$ cat src/rtl/spi_frame_master_if.sv
// rtl/spi_frame_master_if.sv - frame master control, pixel fetch and SPI pin bundle
interface spi_frame_master_if #(
    parameter int ADDR_W = 8
);
    logic              start;
    logic              busy;
    logic              done;
    logic              pix_req;
    logic [ADDR_W-1:0] pix_addr;
    logic [15:0]       pix_data;
    logic              sclk;
    logic              ss;
    logic              mosi;
    logic              miso;

    modport master (
        input  start,
        output busy,
        output done,
        output pix_req,
        output pix_addr,
        input  pix_data,
        output sclk,
        output ss,
        output mosi,
        input  miso
    );

    modport slave (
        output start,
        input  busy,
        input  done,
        input  pix_req,
        input  pix_addr,
        output pix_data,
        input  sclk,
        input  ss,
        input  mosi,
        output miso
    );
endinterface

$ cat src/rtl/spi_frame_master.sv
// rtl/spi_frame_master.sv - SPI mode-0 master streaming one frame of 16-bit pixels
module spi_frame_master #(
    parameter int PIXELS   = 256,
    parameter int ADDR_W   = 8,
    parameter int CLKDIV   = 4,
    parameter int SS_LEAD  = 4,
    parameter int SS_TRAIL = 4
) (
    input  logic                 clk_i,
    input  logic                 rst_ni,
    spi_frame_master_if.master   bus
);
    localparam int DIV_W   = (CLKDIV > 1) ? $clog2(CLKDIV) : 1;
    localparam int GAP_MAX = (SS_LEAD > SS_TRAIL) ? SS_LEAD : SS_TRAIL;
    localparam int GAP_W   = (GAP_MAX > 1) ? $clog2(GAP_MAX) : 1;

    localparam logic [DIV_W-1:0]  DIV_LAST   = DIV_W'(CLKDIV - 1);
    localparam logic [GAP_W-1:0]  LEAD_LAST  = GAP_W'(SS_LEAD - 1);
    localparam logic [GAP_W-1:0]  TRAIL_LAST = GAP_W'(SS_TRAIL - 1);
    localparam logic [ADDR_W-1:0] PIX_LAST   = ADDR_W'(PIXELS - 1);

    localparam logic [2:0] S_IDLE  = 3'd0;
    localparam logic [2:0] S_LEAD  = 3'd1;
    localparam logic [2:0] S_FETCH = 3'd2;
    localparam logic [2:0] S_LOAD  = 3'd3;
    localparam logic [2:0] S_SHIFT = 3'd4;
    localparam logic [2:0] S_TRAIL = 3'd5;
    localparam logic [2:0] S_DONE  = 3'd6;

    logic [2:0]        state_q,    state_d;
    logic [GAP_W-1:0]  gap_q,      gap_d;
    logic [DIV_W-1:0]  div_q,      div_d;
    logic [3:0]        bit_q,      bit_d;
    logic [ADDR_W-1:0] pix_cnt_q,  pix_cnt_d;
    logic [15:0]       shreg_q,    shreg_d;
    logic              ss_q,       ss_d;
    logic              sclk_q,     sclk_d;
    logic              mosi_q,     mosi_d;
    logic              busy_q,     busy_d;
    logic              done_q,     done_d;
    logic              pix_req_q,  pix_req_d;
    logic [ADDR_W-1:0] pix_addr_q, pix_addr_d;

    // No readback: the slave's output is never looked at.
    logic miso_unused;
    assign miso_unused = bus.miso;

    // Next-state logic; every SPI pin change is decided here and registered below.
    always_comb begin
        state_d    = state_q;
        gap_d      = gap_q;
        div_d      = div_q;
        bit_d      = bit_q;
        pix_cnt_d  = pix_cnt_q;
        shreg_d    = shreg_q;
        ss_d       = ss_q;
        sclk_d     = sclk_q;
        mosi_d     = mosi_q;
        busy_d     = busy_q;
        done_d     = 1'b0;
        pix_req_d  = 1'b0;
        pix_addr_d = pix_addr_q;
        case (state_q)
            S_IDLE: begin
                if (bus.start) begin
                    state_d   = S_LEAD;
                    ss_d      = 1'b0;
                    busy_d    = 1'b1;
                    pix_cnt_d = '0;
                    gap_d     = '0;
                end
            end
            S_LEAD: begin
                if (gap_q == LEAD_LAST) begin
                    state_d    = S_FETCH;
                    pix_req_d  = 1'b1;
                    pix_addr_d = pix_cnt_q;
                end else begin
                    gap_d = gap_q + 1'b1;
                end
            end
            S_FETCH: begin
                state_d = S_LOAD;
            end
            S_LOAD: begin
                // Source answers one cycle after the strobe, i.e. now.
                shreg_d = bus.pix_data;
                mosi_d  = bus.pix_data[15];
                bit_d   = 4'd0;
                div_d   = '0;
                state_d = S_SHIFT;
            end
            S_SHIFT: begin
                if (div_q == DIV_LAST) begin
                    div_d  = '0;
                    sclk_d = ~sclk_q;
                    if (sclk_q) begin
                        // Falling edge: present the next bit well before the next rise.
                        shreg_d = {shreg_q[14:0], 1'b0};
                        mosi_d  = shreg_q[14];
                        bit_d   = bit_q + 4'd1;
                        if (bit_q == 4'd15) begin
                            if (pix_cnt_q == PIX_LAST) begin
                                state_d = S_TRAIL;
                                gap_d   = '0;
                            end else begin
                                pix_cnt_d  = pix_cnt_q + 1'b1;
                                pix_addr_d = pix_cnt_q + 1'b1;
                                pix_req_d  = 1'b1;
                                state_d    = S_FETCH;
                            end
                        end
                    end
                end else begin
                    div_d = div_q + 1'b1;
                end
            end
            S_TRAIL: begin
                if (gap_q == TRAIL_LAST) begin
                    state_d = S_DONE;
                    ss_d    = 1'b1;
                    done_d  = 1'b1;
                end else begin
                    gap_d = gap_q + 1'b1;
                end
            end
            S_DONE: begin
                state_d = S_IDLE;
                busy_d  = 1'b0;
            end
            default: begin
                state_d = S_IDLE;
            end
        endcase
    end

    // State and registered outputs; reset drops ss at once so the slave sees end of transfer.
    always_ff @(posedge clk_i or negedge rst_ni) begin
        if (!rst_ni) begin
            state_q    <= S_IDLE;
            gap_q      <= '0;
            div_q      <= '0;
            bit_q      <= 4'd0;
            pix_cnt_q  <= '0;
            shreg_q    <= 16'h0000;
            ss_q       <= 1'b1;
            sclk_q     <= 1'b0;
            mosi_q     <= 1'b0;
            busy_q     <= 1'b0;
            done_q     <= 1'b0;
            pix_req_q  <= 1'b0;
            pix_addr_q <= '0;
        end else begin
            state_q    <= state_d;
            gap_q      <= gap_d;
            div_q      <= div_d;
            bit_q      <= bit_d;
            pix_cnt_q  <= pix_cnt_d;
            shreg_q    <= shreg_d;
            ss_q       <= ss_d;
            sclk_q     <= sclk_d;
            mosi_q     <= mosi_d;
            busy_q     <= busy_d;
            done_q     <= done_d;
            pix_req_q  <= pix_req_d;
            pix_addr_q <= pix_addr_d;
        end
    end

    assign bus.ss       = ss_q;
    assign bus.sclk     = sclk_q;
    assign bus.mosi     = mosi_q;
    assign bus.busy     = busy_q;
    assign bus.done     = done_q;
    assign bus.pix_req  = pix_req_q;
    assign bus.pix_addr = pix_addr_q;
endmodule

$ cat src/flat_wrapper.sv
// flat-port wrapper written by rule: the top's interface ports become plain ports
module spi_frame_master_flat 
#(
    parameter int PIXELS   = 256,
    parameter int ADDR_W   = 8,
    parameter int CLKDIV   = 4,
    parameter int SS_LEAD  = 4,
    parameter int SS_TRAIL = 4
)
  (clk_i, rst_ni, bus_start, bus_busy, bus_done, bus_pix_req, bus_pix_addr, bus_pix_data, bus_sclk, bus_ss, bus_mosi, bus_miso);
  spi_frame_master_if #(.ADDR_W(ADDR_W)) bus_i ();
  input  logic clk_i;
  input  logic rst_ni;
  input wire logic [$bits(bus_i.start)-1:0] bus_start;
  output wire logic [$bits(bus_i.busy)-1:0] bus_busy;
  output wire logic [$bits(bus_i.done)-1:0] bus_done;
  output wire logic [$bits(bus_i.pix_req)-1:0] bus_pix_req;
  output wire logic [$bits(bus_i.pix_addr)-1:0] bus_pix_addr;
  input wire logic [$bits(bus_i.pix_data)-1:0] bus_pix_data;
  output wire logic [$bits(bus_i.sclk)-1:0] bus_sclk;
  output wire logic [$bits(bus_i.ss)-1:0] bus_ss;
  output wire logic [$bits(bus_i.mosi)-1:0] bus_mosi;
  input wire logic [$bits(bus_i.miso)-1:0] bus_miso;
  assign bus_i.start = bus_start;
  assign bus_busy = bus_i.busy;
  assign bus_done = bus_i.done;
  assign bus_pix_req = bus_i.pix_req;
  assign bus_pix_addr = bus_i.pix_addr;
  assign bus_i.pix_data = bus_pix_data;
  assign bus_sclk = bus_i.sclk;
  assign bus_ss = bus_i.ss;
  assign bus_mosi = bus_i.mosi;
  assign bus_i.miso = bus_miso;
  spi_frame_master #(.PIXELS(PIXELS), .ADDR_W(ADDR_W), .CLKDIV(CLKDIV), .SS_LEAD(SS_LEAD), .SS_TRAIL(SS_TRAIL)) u_core (.clk_i(clk_i), .rst_ni(rst_ni), .bus(bus_i));
endmodule
$ cat config.mk
export PLATFORM = sky130hd
export DESIGN_NAME = spi_frame_master_flat
export DESIGN_NICKNAME = d
export VERILOG_FILES = /design/src/rtl/spi_frame_master_if.sv /design/src/rtl/spi_frame_master.sv /design/src/flat_wrapper.sv
export SDC_FILE = /design/constraint.sdc
export NUM_CORES = 1
export LEC_CHECK = 0
export ABC_AREA = 0
export CAP_MARGIN = 10
export CELL_PAD_IN_SITES_DETAIL_PLACEMENT = 1
export CELL_PAD_IN_SITES_GLOBAL_PLACEMENT = 2
export CORE_ASPECT_RATIO = 0.6
export CORE_MARGIN = 2
export CORE_UTILIZATION = 36
export DETAILED_ROUTE_END_ITERATION = 10
export PLACE_DENSITY_LB_ADDON = 0.3
export SETUP_SLACK_MARGIN = 0.02
export SYNTH_ARGS = -nofsm -noshare
export SYNTH_HDL_FRONTEND = slang
export SYNTH_SLANG_ARGS = --single-unit
export TNS_END_PERCENT = 100
$ cat constraint.sdc
create_clock -name clk_i -period 5.2 [get_ports clk_i]
set_input_delay 1.04 -clock clk_i [delete_from_list [all_inputs] [get_ports clk_i]]
set_output_delay 1.04 -clock clk_i [all_outputs]
set_load 0.05 [all_outputs]
# Yosys cells after proc, flatten, opt, wreduce, memory -nomap -nowiden

Index checks and enable logic that the tools add are counted.
Widths: inputs -> output; s select.

Output and inout bits: 14
Register bits after elaboration: 48
Input bits: 20

Bitwise gates (word level): 1
Add/sub/neg operators: 4
Reduce and logical (&&, ||, !) cells: 16
Multiplexer cells: 46
Equality and inequality tests: 19

Operators with widths:

| kind                | number |
|---|---|
| $mux 8              | 6 |
| $pmux 8 s2          | 2 |
| $mux 15             | 2 |
| $pmux 15 s2         | 1 |
| $mux 3              | 7 |
| $pmux 3 s6          | 1 |
| $reduce_and 6->1    | 3 |
| $mux 2              | 7 |
| $ne 2x1->1 const B  | 6 |
| $mux 1              | 11 |
| $reduce_bool 2->1   | 5 |
| $eq 3x3->1 const B  | 3 |
| $add 8x1->8 const B | 1 |
| $eq 8x8->1 const B  | 1 |
| $mux 4              | 2 |
| $pmux 1 s2          | 4 |
| $pmux 4 s2          | 1 |
| $reduce_and 7->1    | 1 |
| $eq 3x2->1 const B  | 2 |
| $ne 2x2->1 const B  | 3 |
| $pmux 2 s3          | 1 |
| $reduce_and 3->1    | 2 |
| $add 2x1->2 const B | 2 |
| $add 4x1->4 const B | 1 |
| other kinds (9)     | 11 |

# Logic depth before layout (Yosys ltp)

Gate-level depths: netlist (run 1).

Word-level depth: 6
Gate-level depth with buffers: 6
Depth with buffers taken out: 5

# Least setup slack after synthesis (run 1)

OpenSTA, ideal clock, no wires.

Kind: reg2reg
Start point: reg u_core.sclk_q, in the netlist u_core.bus.sclk
End point: reg u_core.pix_addr_q[1], in the netlist u_core.bus.pix_addr[1]
Cell stages (with the launch flop): 5
Setup time: 125 ps
Clock period less this slack: 1,969 ps
Setup slack: 3,231 ps
Buffers on the path: 0
Arrival time: 1,844 ps
Cell sequence: dfrtp_1 > nand3_1 > a211oi_2 > a32oi_2 > mux2_2

Longest elaborated chain between the ends: 2

RTL lines:

| what                              | line                    | text |
|---|---|---|
| from (decl)                       | spi_frame_master.sv:37  | `logic sclk_q, sclk_d;` |
| from (signal assigned)            | spi_frame_master.sv:161 | `sclk_q <= sclk_d;` |
| $ne 2x1->1 (no source line)       | n/a                     |  |
| $reduce_and 6->1 (no source line) | n/a                     |  |
| to (signal assigned)              | spi_frame_master.sv:166 | `pix_addr_q <= pix_addr_d;` |
| to (decl)                         | spi_frame_master.sv:42  | `logic [ADDR_W-1:0] pix_addr_q, pix_addr_d;` |

Every way passes these cells.
A chain may end at the register's enable or synchronous reset.

# Worst setup path in the final report (run 1)

Start point: reg u_core.state_q[2]
End point: reg u_core.shreg_q[4]

Longest elaborated chain between the ends: 3
Elaborated cells on any way between the ends: 7
Classes of those cells: eq/ne: 4; mux: 1; reduce/logical: 2

RTL lines:

| what                                                                    | line                    | text |
|---|---|---|
| from (decl)                                                             | spi_frame_master.sv:30  | `logic [2:0] state_q, state_d;` |
| from (signal assigned)                                                  | spi_frame_master.sv:154 | `state_q <= state_d;` |
| $eq 3x3->1 / $eq 3x2->1 (equally long branches)                         | spi_frame_master.sv:63  | `case (state_q)` |
| $ne 2x1->1 (no source line) / $reduce_bool 2->1 (equally long branches) | n/a                     |  |
| $reduce_and 3->1 (no source line)                                       | n/a                     |  |
| to (signal assigned)                                                    | spi_frame_master.sv:159 | `shreg_q <= shreg_d;` |
| to (decl)                                                               | spi_frame_master.sv:35  | `logic [15:0] shreg_q, shreg_d;` |

Parallel ways exist; a longest one is shown, timed or not.

==> results of run 1 <==
kinds of logic after synthesis:
| logic type | count (synthesis) | share of synthesized area, % |
|---|---|---|
| AND/OR/NAND/NOR | 119 | 22.6 |
| AO/OA/AOI/OAI | 54 | 14.9 |
| flip-flops | 48 | 48.9 |
| buffers and inverters | 22 | 3.82 |
| XOR/XNOR | 9 | 3.21 |
| multiplexers | 9 | 4.02 |
| adder cells (fa/ha/maj) | 5 | 2.54 |
cell usage in the layout, fill, tap and decap left out, types with 2 or more instances in the layout:
| cell type | Yosys | layout |
|---|---|---|
| a21oi_1 | 7 | 7 |
| a31oi_1 | 15 | 15 |
| and2_1 | 2 | 2 |
| and3_1 | 5 | 5 |
| buf_4 | 0 | 3 |
| bufinv_16 | 0 | 3 |
| clkbuf_16 | 0 | 5 |
| clkdlybuf4s50_1 | 0 | 31 |
| dfrtp_1 | 47 | 47 |
| ha_1 | 5 | 5 |
| inv_1 | 7 | 7 |
| mux2_2 | 7 | 7 |
| mux2i_1 | 2 | 2 |
| nand2_1 | 52 | 52 |
| nand3_1 | 12 | 12 |
| nand4_1 | 5 | 5 |
| nor2_1 | 20 | 20 |
| nor2b_1 | 4 | 4 |
| nor3_1 | 6 | 6 |
| o211ai_1 | 5 | 5 |
| o21ai_0 | 9 | 9 |
| o22ai_1 | 3 | 3 |
| o311a_1 | 2 | 2 |
| o311ai_0 | 4 | 4 |
| o31ai_1 | 3 | 3 |
| or2b_1 | 3 | 3 |
| or3_1 | 2 | 2 |
| xnor2_1 | 5 | 5 |
| xor2_1 | 4 | 4 |
power by group:
part | switching (µW) | total [µW] | internal, µW
logic | 445 | 712 | 267
registers | 140 | 648 | 508
clock network | 145 | 469 | 324
total | 729 | 1830 | 1100
metal layers:
layer | wire length [µm] | share of wire, % | track usage [%]
met2 | 2850 | 45 | 27.8
met3 | 221 | 3.5 | 3.54
met4 | 34 | 0.53 | 5.16
met5 | 0 | 0 | 0
met1 | 3270 | 51 | 26.1
per-stage QoR:
step | setup WS (ps) | std cells | instance area [µm²] | util, % | total power [µW]
6_report | 2330 | 382 | 3060 | 46.0 | 1830
5_1_grt | 2110 | 382 | 3060 | 46.0 | 1960
4_1_cts | 2310 | 382 | 3060 | 46.0 | 1850
3_5_place_dp | 2340 | 374 | 2850 | 42.8 | 1370
3_3_place_gp | 2420 | 374 | 2850 | 42.8 | 1340
2_1_floorplan | 3230 | 266 | 2460 | - | 1140
final cells by class:
class	instances	area, µm²	share of cell area, %
Clock buffer	5	125	4.09
Multi-Input combinational cell	196	1170	38.1
Timing Repair Buffer	35	338	11.0
Sequential cell	48	1200	39.3
Inverter	8	30.0	0.981
Clock inverter	3	90.1	2.94
Tap cell	87	109	3.56
tightest hold or removal path: cells and delay by family (launching register included):
kind / cells / cell delay [ps]
DFF: 1 / 350
and+or+nand+nor: 2 / 130
path summary, 6_finish.rpt:
kind                                           to              start  cells after the start  slack, ps
min reg2reg                       u_core.div_q[1]    u_core.div_q[1]                      2        500
max in group asynchronous  u_core.bus.pix_addr[7]             rst_ni                      2       3920
max                             u_core.shreg_q[4]  u_core.state_q[2]                      5       2330
max reg2reg                     u_core.shreg_q[4]  u_core.state_q[2]                      5       2330
min in group asynchronous         u_core.gap_q[0]             rst_ni                      2        850
min                               u_core.div_q[1]    u_core.div_q[1]                      2        500
flip-flops by register name, summed over array words and instances (netlist names), 2 cells and up:
| register | flops |
|---|---|
| u_core.state_q | 3 |
| u_core.gap_q | 2 |
| u_core.shreg_q | 15 |
| u_core.bus.pix_addr | 8 |
| u_core.pix_cnt_q | 8 |
| u_core.bit_q | 4 |
| u_core.div_q | 2 |
cell usage after synthesis, types with 2 or more instances:
| cell type | instances |
|---|---|
| mux2_2 | 7 |
| xnor2_1 | 5 |
| nor2_1 | 20 |
| o22ai_1 | 3 |
| nor3_1 | 6 |
| nand2_1 | 52 |
| or2b_1 | 3 |
| or3_1 | 2 |
| buf_2 | 3 |
| xor2_1 | 4 |
| nand4_1 | 5 |
| o21ai_0 | 9 |
| ha_1 | 5 |
| o31ai_1 | 3 |
| inv_1 | 7 |
| nand3_1 | 12 |
| a31oi_1 | 15 |
| clkbuf_1 | 9 |
| o211ai_1 | 5 |
| o311a_1 | 2 |
| nor2b_1 | 4 |
| and2_1 | 2 |
| dfrtp_1 | 47 |
| a21oi_1 | 7 |
| mux2i_1 | 2 |
| o311ai_0 | 4 |
| and3_1 | 5 |
==> results_dict.tcl, run 1 <==
set metrics [dict create \
    outcome "finished, final reports clean" \
    synth_ff_type "dfrtp_1" \
    nets 319 \
    cts_hold_buf 0 \
    fill_cells 778 \
    antenna_found_initial 0 \
    post_cts_resized 0 \
    hold_class "reg2reg" \
    period_minus_slack_ps 2870 \
    path_cells "or3b_1 > buf_4 > o21ai_2 > nor2_1 > a31oi_1" \
    crit_type "reg2reg" \
    insertion_delay_ps 290 \
    grt_pass1_vias 2071 \
    vias 2086 \
    die_h_um 68.0 \
    routed_via_density 5.46 \
    ys_async_sr_fraction_pct 100 \
    place.gp.congestion 0.801 \
    drc 0 \
    maxCapViolCount 0 \
    syn-cell-area_um2 2460 \
    cts.sinks 48 \
    synth_fp_nets 291 \
    irDropWorstVdd_uv 258 \
    synth_top_area_share_pct 47.8 \
    setup_viol 0 \
    dp.final_hpwl_um 4370 \
    yosysWarnings 0 \
    num_rows 23 \
    clock-root-buffer "clkbuf_16" \
    initialDrtViolationCount 86 \
    syn_avg_cell_area_um2 9.24 \
    synth_area_leaders "dfrtp_1, nand2_1, a31oi_1, mux2_2, nor2_1" \
    numPortBuffers 32 \
    core_area_um2 6650 \
    slowest_stage "o21ai_2" \
    grt_usage_pct 18.1 \
    hold_viol 0 \
    cellPowerDensity_nw_per_um2 598 \
    wl_per_cell_um 16.7 \
    arrival_ps 3080 \
    wl_um 6380 \
    grt_max_degree 49 \
    clockBufferDepth 2 \
    crit_family "compound AO/OA/AOI/OAI gates" \
    leakage_uw 0.00132 \
    skew_ps 3.46 \
    synthToLayoutAreaGrowth_pct 24.5 \
    initial_utilization_pct 37.0 \
    startpoint_type "flip-flop" \
    post_cts_buffers 0 \
    fin_tns_setup_ps 0 \
    num_io_pins 34 \
    finalCritPeriodShare_pct 55.1 \
    drv_slew 0 \
    grt_overflow 0 \
    cts_buffers 5 \
    clkTransAtPathRegs_ps 70 \
    drive_above_1_share_pct 8.14 \
    cts_tree "done" \
    die_w_um 111 \
    ant_nets 0 \
    whs_ps 504 \
    worstPathMaxFanout 31 \
    netlist.top_cell.by_area "dfrtp_1" \
    grt_setup_unrepaired "no" \
    die-area_um2 7530 \
    ys_types 45 \
    worstSetupEndpointType "flip-flop" \
    fmax_mhz 349 \
    cp.required_ps 5410 \
    synth-edff-count 0 \
    synth-seq-area-share_pct 48.9 \
    dr.pass1.iters 4 \
    grt_pass1_wl_um 10700 \
    cpPeakStageDelay_ps 910 \
    slew_headroom_pct 23.7 \
    critical_path_buf_inv_count 1 \
    syn_inst 266 \
    ys_ff_latch 48 \
    n_antenna_cell 0 \
    tightest_slew_ps 1140 \
    cts_max_level 2 \
]
No activity file was read; power rests on OpenSTA's default activity.
==> inputs of run 2 (changes only) <==
--- a/config.mk
+++ b/config.mk
@@ -11,7 +11,7 @@
 export CELL_PAD_IN_SITES_GLOBAL_PLACEMENT = 2
 export CORE_ASPECT_RATIO = 0.6
 export CORE_MARGIN = 2
-export CORE_UTILIZATION = 36
+export CORE_UTILIZATION = 30
 export DETAILED_ROUTE_END_ITERATION = 10
 export PLACE_DENSITY_LB_ADDON = 0.3
 export SETUP_SLACK_MARGIN = 0.02
==> constraint.sdc (replaced) <==
create_clock -name clk_i -period 2.49 [get_ports clk_i]
set_input_delay 0.498 -clock clk_i [delete_from_list [all_inputs] [get_ports clk_i]]
set_output_delay 0.498 -clock clk_i [all_outputs]
set_load 0.05 [all_outputs]
==> results_dict.tcl, run 2 (synthesis results as in run 1) <==
set metrics [dict create \
    ff2ff_path_depth 5 \
    met3_length_um 212 \
    grt_setup_unrepaired "no" \
    cts_hold_buf 0 \
    antenna_found_initial 0 \
    hold_viol 0 \
    startpoint_type "flip-flop" \
    outcome "finished, final reports clean" \
    numPortBuffers 32 \
    n_antenna_cell 0 \
    final_cell_area_um2 3080 \
    path_cells "clkdlybuf4s50_1" \
    grt_pass1_wl_um 10800 \
    die_w_um 121 \
    clockBufferDepth 2 \
    fin_tns_setup_ps 0 \
    crit_type "reg2out" \
    num_io_pins 34 \
    arrival_ps 1620 \
    num_rows 25 \
    largest_register "u_core.shreg_q" \
    crit_family "buffers and inverters" \
    place_area_um2 2930 \
    clkTransAtPathRegs_ps 70 \
    cts.sinks 48 \
    period_minus_slack_ps 2120 \
    met1_length_um 3510 \
    cpPeakStageDelay_ps 790 \
    die_h_um 74.1 \
    fmax_mhz 473 \
    slew_headroom_pct 56.6 \
    cp.required_ps 1990 \
    critical_path_buf_inv_count 1 \
    synthToLayoutAreaGrowth_pct 25.2 \
    final_cell_mix "nand2_1, dfrtp_1, clkdlybuf4s50_1, nor2_1, a31oi_1" \
    cellPowerDensity_nw_per_um2 1160 \
    wl_per_cell_um 15.5 \
    insertion_delay_ps 290 \
    place.gp.congestion 0.769 \
    wl_um 6370 \
    place_inst 403 \
    leakage_uw 0.00132 \
    tightest_slew_ps 648 \
    worstPathMaxFanout 3 \
    grt_pass1_vias 2130 \
    cts_tree "done" \
    post_cts_buffers 0 \
    worstSetupEndpointType "primary output" \
    nets 327 \
    dp.final_hpwl_um 4600 \
    dr.pass1.iters 4 \
    hold_class "in2async" \
    rrSetupSlack_ps 460 \
    ant_nets 0 \
    drv_slew 0 \
    finalCritPeriodShare_pct 85.0 \
    rr_startpoint "u_core.state_q[0]" \
    irDropWorstVdd_uv 474 \
    vias 2049 \
    wl_met2_um 2600 \
    core_area_um2 7910 \
    cts_buffers 5 \
    post_cts_resized 0 \
    drc 0 \
    grt_overflow 0 \
    clock-root-buffer "clkbuf_16" \
    setup_viol 0 \
    initialDrtViolationCount 105 \
    initial_utilization_pct 31.1 \
    final_common_cell "nand2_1" \
    cts_max_level 2 \
    routed_via_density 4.99 \
    drive_above_1_share_pct 9.90 \
    skew_ps 5.50 \
    largest_register_ffs 15 \
    slowest_stage "clkdlybuf4s50_1" \
    maxCapViolCount 0 \
    grt_usage_pct 15.6 \
    die-area_um2 8960 \
    regToRegEndpoint "u_core.pix_cnt_q[5]" \
    finalNonFillerCells 411 \
    grt_max_degree 30 \
    top_layer "met4" \
]
## run 2: cell count changes in the layout (fill, tap and decap cells not counted), sizes merged
cell | previous run | this run
clkbuf | 5 | 8
buf | 4 | 12
bufinv | 3 | 0
## run 2: area by class of cell
type / count / area (µm²)
fill: 929 / 4840
sequential: 48 / 1200
multi-input combinational: 196 / 1170
timing repair buffer: 43 / 398
clock buffer: 8 / 146
tap: 108 / 135
inverter: 8 / 30.0
## run 2: worst max path at each step
stage / start / endpoint / cells past startpoint
5_1_grt: u_core.bus.sclk / bus_sclk / 1
2_1_floorplan: u_core.bus.sclk / u_core.bus.pix_addr[1] / 4
3_3_place_gp: u_core.state_q[0] / u_core.pix_cnt_q[7] / 5
3_5_place_dp: u_core.state_q[0] / u_core.pix_cnt_q[5] / 5
6_report: u_core.bus.ss / bus_ss / 1
4_1_cts: u_core.bus.ss / bus_ss / 1
## run 2: through the flow
stage	utilization [%]	setup slack, ps	power (µW)	hold WS (ps)
finish	38.9	374	3580	175
global route	38.9	310	3880	205
CTS	38.9	355	3640	192
detailed placement	37.0	461	2920	489
global placement	37.0	505	2880	481
floorplan	-	521	2370	202
## run 2: layer usage
metal / vias to the layer above / global-route usage [%]
met5: - / 0
met4: 0 / 3.10
met3: 6 / 3.99
met2: 24 / 21.9
met1: 1000 / 23.9
li1: 1019 / -
## run 2: power breakdown
| group | switching, µW | internal [µW] | leakage (µW) |
|---|---|---|---|
| logic | 1010 | 605 | 0.000668 |
| clock network | 292 | 401 | 0.0000712 |
| registers | 209 | 1060 | 0.000585 |
==> inputs of run 3 (changes only) <==
--- a/config.mk
+++ b/config.mk
@@ -11,7 +11,7 @@
 export CELL_PAD_IN_SITES_GLOBAL_PLACEMENT = 2
 export CORE_ASPECT_RATIO = 0.6
 export CORE_MARGIN = 2
-export CORE_UTILIZATION = 30
+export CORE_UTILIZATION = 34
 export DETAILED_ROUTE_END_ITERATION = 10
 export PLACE_DENSITY_LB_ADDON = 0.3
 export SETUP_SLACK_MARGIN = 0.02
==> constraint.sdc (replaced) <==
create_clock -name clk_i -period 2 [get_ports clk_i]
set_input_delay 0.4 -clock clk_i [delete_from_list [all_inputs] [get_ports clk_i]]
set_output_delay 0.4 -clock clk_i [all_outputs]
set_load 0.05 [all_outputs]
==> results_dict.tcl, run 3 (synthesis results as in run 1) <==
set metrics [dict create \
    outcome "finished, final reports clean" \
    ant_nets 0 \
    antenna_found_initial 0 \
    clkTransAtPathRegs_ps 70 \
    setup_viol 0 \
    combPwrFrac_pct 47.6 \
    cts_tree "done" \
    grt_pass1_vias 2107 \
    cts.sinks 48 \
    slew_headroom_pct 56.5 \
    hold_viol 0 \
    p_switching_uw 1900 \
    die_w_um 114 \
    grt_usage_pct 17.7 \
    seqPwrFrac_pct 33.8 \
    grt_max_degree 32 \
    irDropWorstVdd_uv 535 \
    drive_above_1_share_pct 14.5 \
    largest_register_ffs 15 \
    setup_ws_ps 110 \
    worstSetupEndpointType "flip-flop" \
    drc 0 \
    hold_class "in2async" \
    finalCritPeriodShare_pct 94.5 \
    fin_tns_setup_ps 0 \
    grt_overflow 0 \
    post_cts_resized 0 \
    dr.pass1.iters 5 \
    clkPwrFrac_pct 18.6 \
    cts_hold_buf 0 \
    routed_via_density 5.17 \
    dp.final_hpwl_um 4770 \
    worstPathMaxFanout 5 \
    insertion_delay_ps 290 \
    place.gp.congestion 0.834 \
    wl_um 6420 \
    clock-root-buffer "clkbuf_16" \
    final_cell_mix "nand2_1, dfrtp_1, clkdlybuf4s50_1, buf_4, nor2_1" \
    fmax_mhz 529 \
    crit_type "reg2reg" \
    die_h_um 69.9 \
    skew_ps 6.26 \
    switching_share_pct 41.5 \
    p_int_uw 2680 \
    num_io_pins 34 \
    startpoint_type "flip-flop" \
    num_rows 23 \
    grt_pass1_wl_um 11000 \
    drv_slew 0 \
    period_minus_slack_ps 1890 \
    cts_max_level 2 \
    core_area_um2 6850 \
    die-area_um2 7950 \
    wl_per_cell_um 15.9 \
    arrival_ps 2090 \
    nets 341 \
    tightest_slew_ps 650 \
    largest_register "u_core.shreg_q" \
    final_common_cell "nand2_1" \
    clockBufferDepth 2 \
    vias 2087 \
    cts_buffers 5 \
    grt_setup_unrepaired "yes" \
    cellPowerDensity_nw_per_um2 1440 \
    initial_utilization_pct 35.9 \
    numPortBuffers 32 \
    cp.required_ps 2200 \
    leakage_uw 0.00140 \
    synthToLayoutAreaGrowth_pct 29.5 \
    n_antenna_cell 0 \
    place_ws_ps 105 \
    initialDrtViolationCount 85 \
    post_cts_buffers 0 \
    maxCapViolCount 0 \
]
run 3: worst max-delay path, cell delays in order (launching register included):
cell and delay (ps):
dfrtp_1 380, or3b_1 480, or2_1 340, or3_1 390
o31ai_1 210
run 3: power by group through the flow:
stage / clock network (µW) / logic, µW / registers, µW
2_1_floorplan: 0 / 1090 / 1870
3_3_place_gp: 0 / 2160 / 1550
3_5_place_dp: 0 / 2200 / 1570
4_1_cts: 878 / 2210 / 1550
5_1_grt: 916 / 2440 / 1600
6_report: 854 / 2180 / 1550
run 3: final timing paths:
check / from / to / slack, ps / cells after the start
worst max-delay path: u_core.state_q[0] / u_core.pix_cnt_q[5] / 110 / 4
worst min-delay path: rst_ni / u_core.gap_q[1] / 20 / 1
worst max register to register: u_core.state_q[0] / u_core.pix_cnt_q[5] / 110 / 4
worst min register to register: u_core.div_q[0] / u_core.div_q[0] / 500 / 1
max in group asynchronous: rst_ni / u_core.bus.ss / 1480 / 2
min in group clk_i: u_core.div_q[0] / u_core.div_q[0] / 500 / 1
run 3: area by class of cell:
cell class,instances,area (µm²)
flip-flops and latches,48,1200
multi-input cells,196,1170
repair buffers,57,523
clock buffers,8,146
inverters,8,30.0
fillers,802,3660
well taps,87,109
run 3: metal layers:
| layer | GRT usage (%) | up-vias | share of wire [%] |
|---|---|---|---|
| met3 | 5.12 | 6 | 4.1 |
| li1 | - | 1039 | - |
| met1 | 27.7 | 1014 | 54 |
| met2 | 23.2 | 28 | 41 |
| met5 | 0 | - | 0 |
| met4 | 4.88 | 0 | 1.0 |
run 3: stage by stage:
| stage | cells | util, % | total power [µW] | cell area [µm²] | hold WS [ps] |
|---|---|---|---|---|---|
| after CTS | 404 | 46.4 | 4640 | 3180 | 27.1 |
| after global routing | 404 | 46.5 | 4960 | 3180 | 33.7 |
| after floorplan | 266 | - | 2960 | 2460 | 104 |
| after global placement | 396 | 44.2 | 3710 | 3030 | 340 |
| after detailed placement | 396 | 44.2 | 3770 | 3030 | 338 |
| final | 404 | 46.5 | 4580 | 3180 | 20.0 |
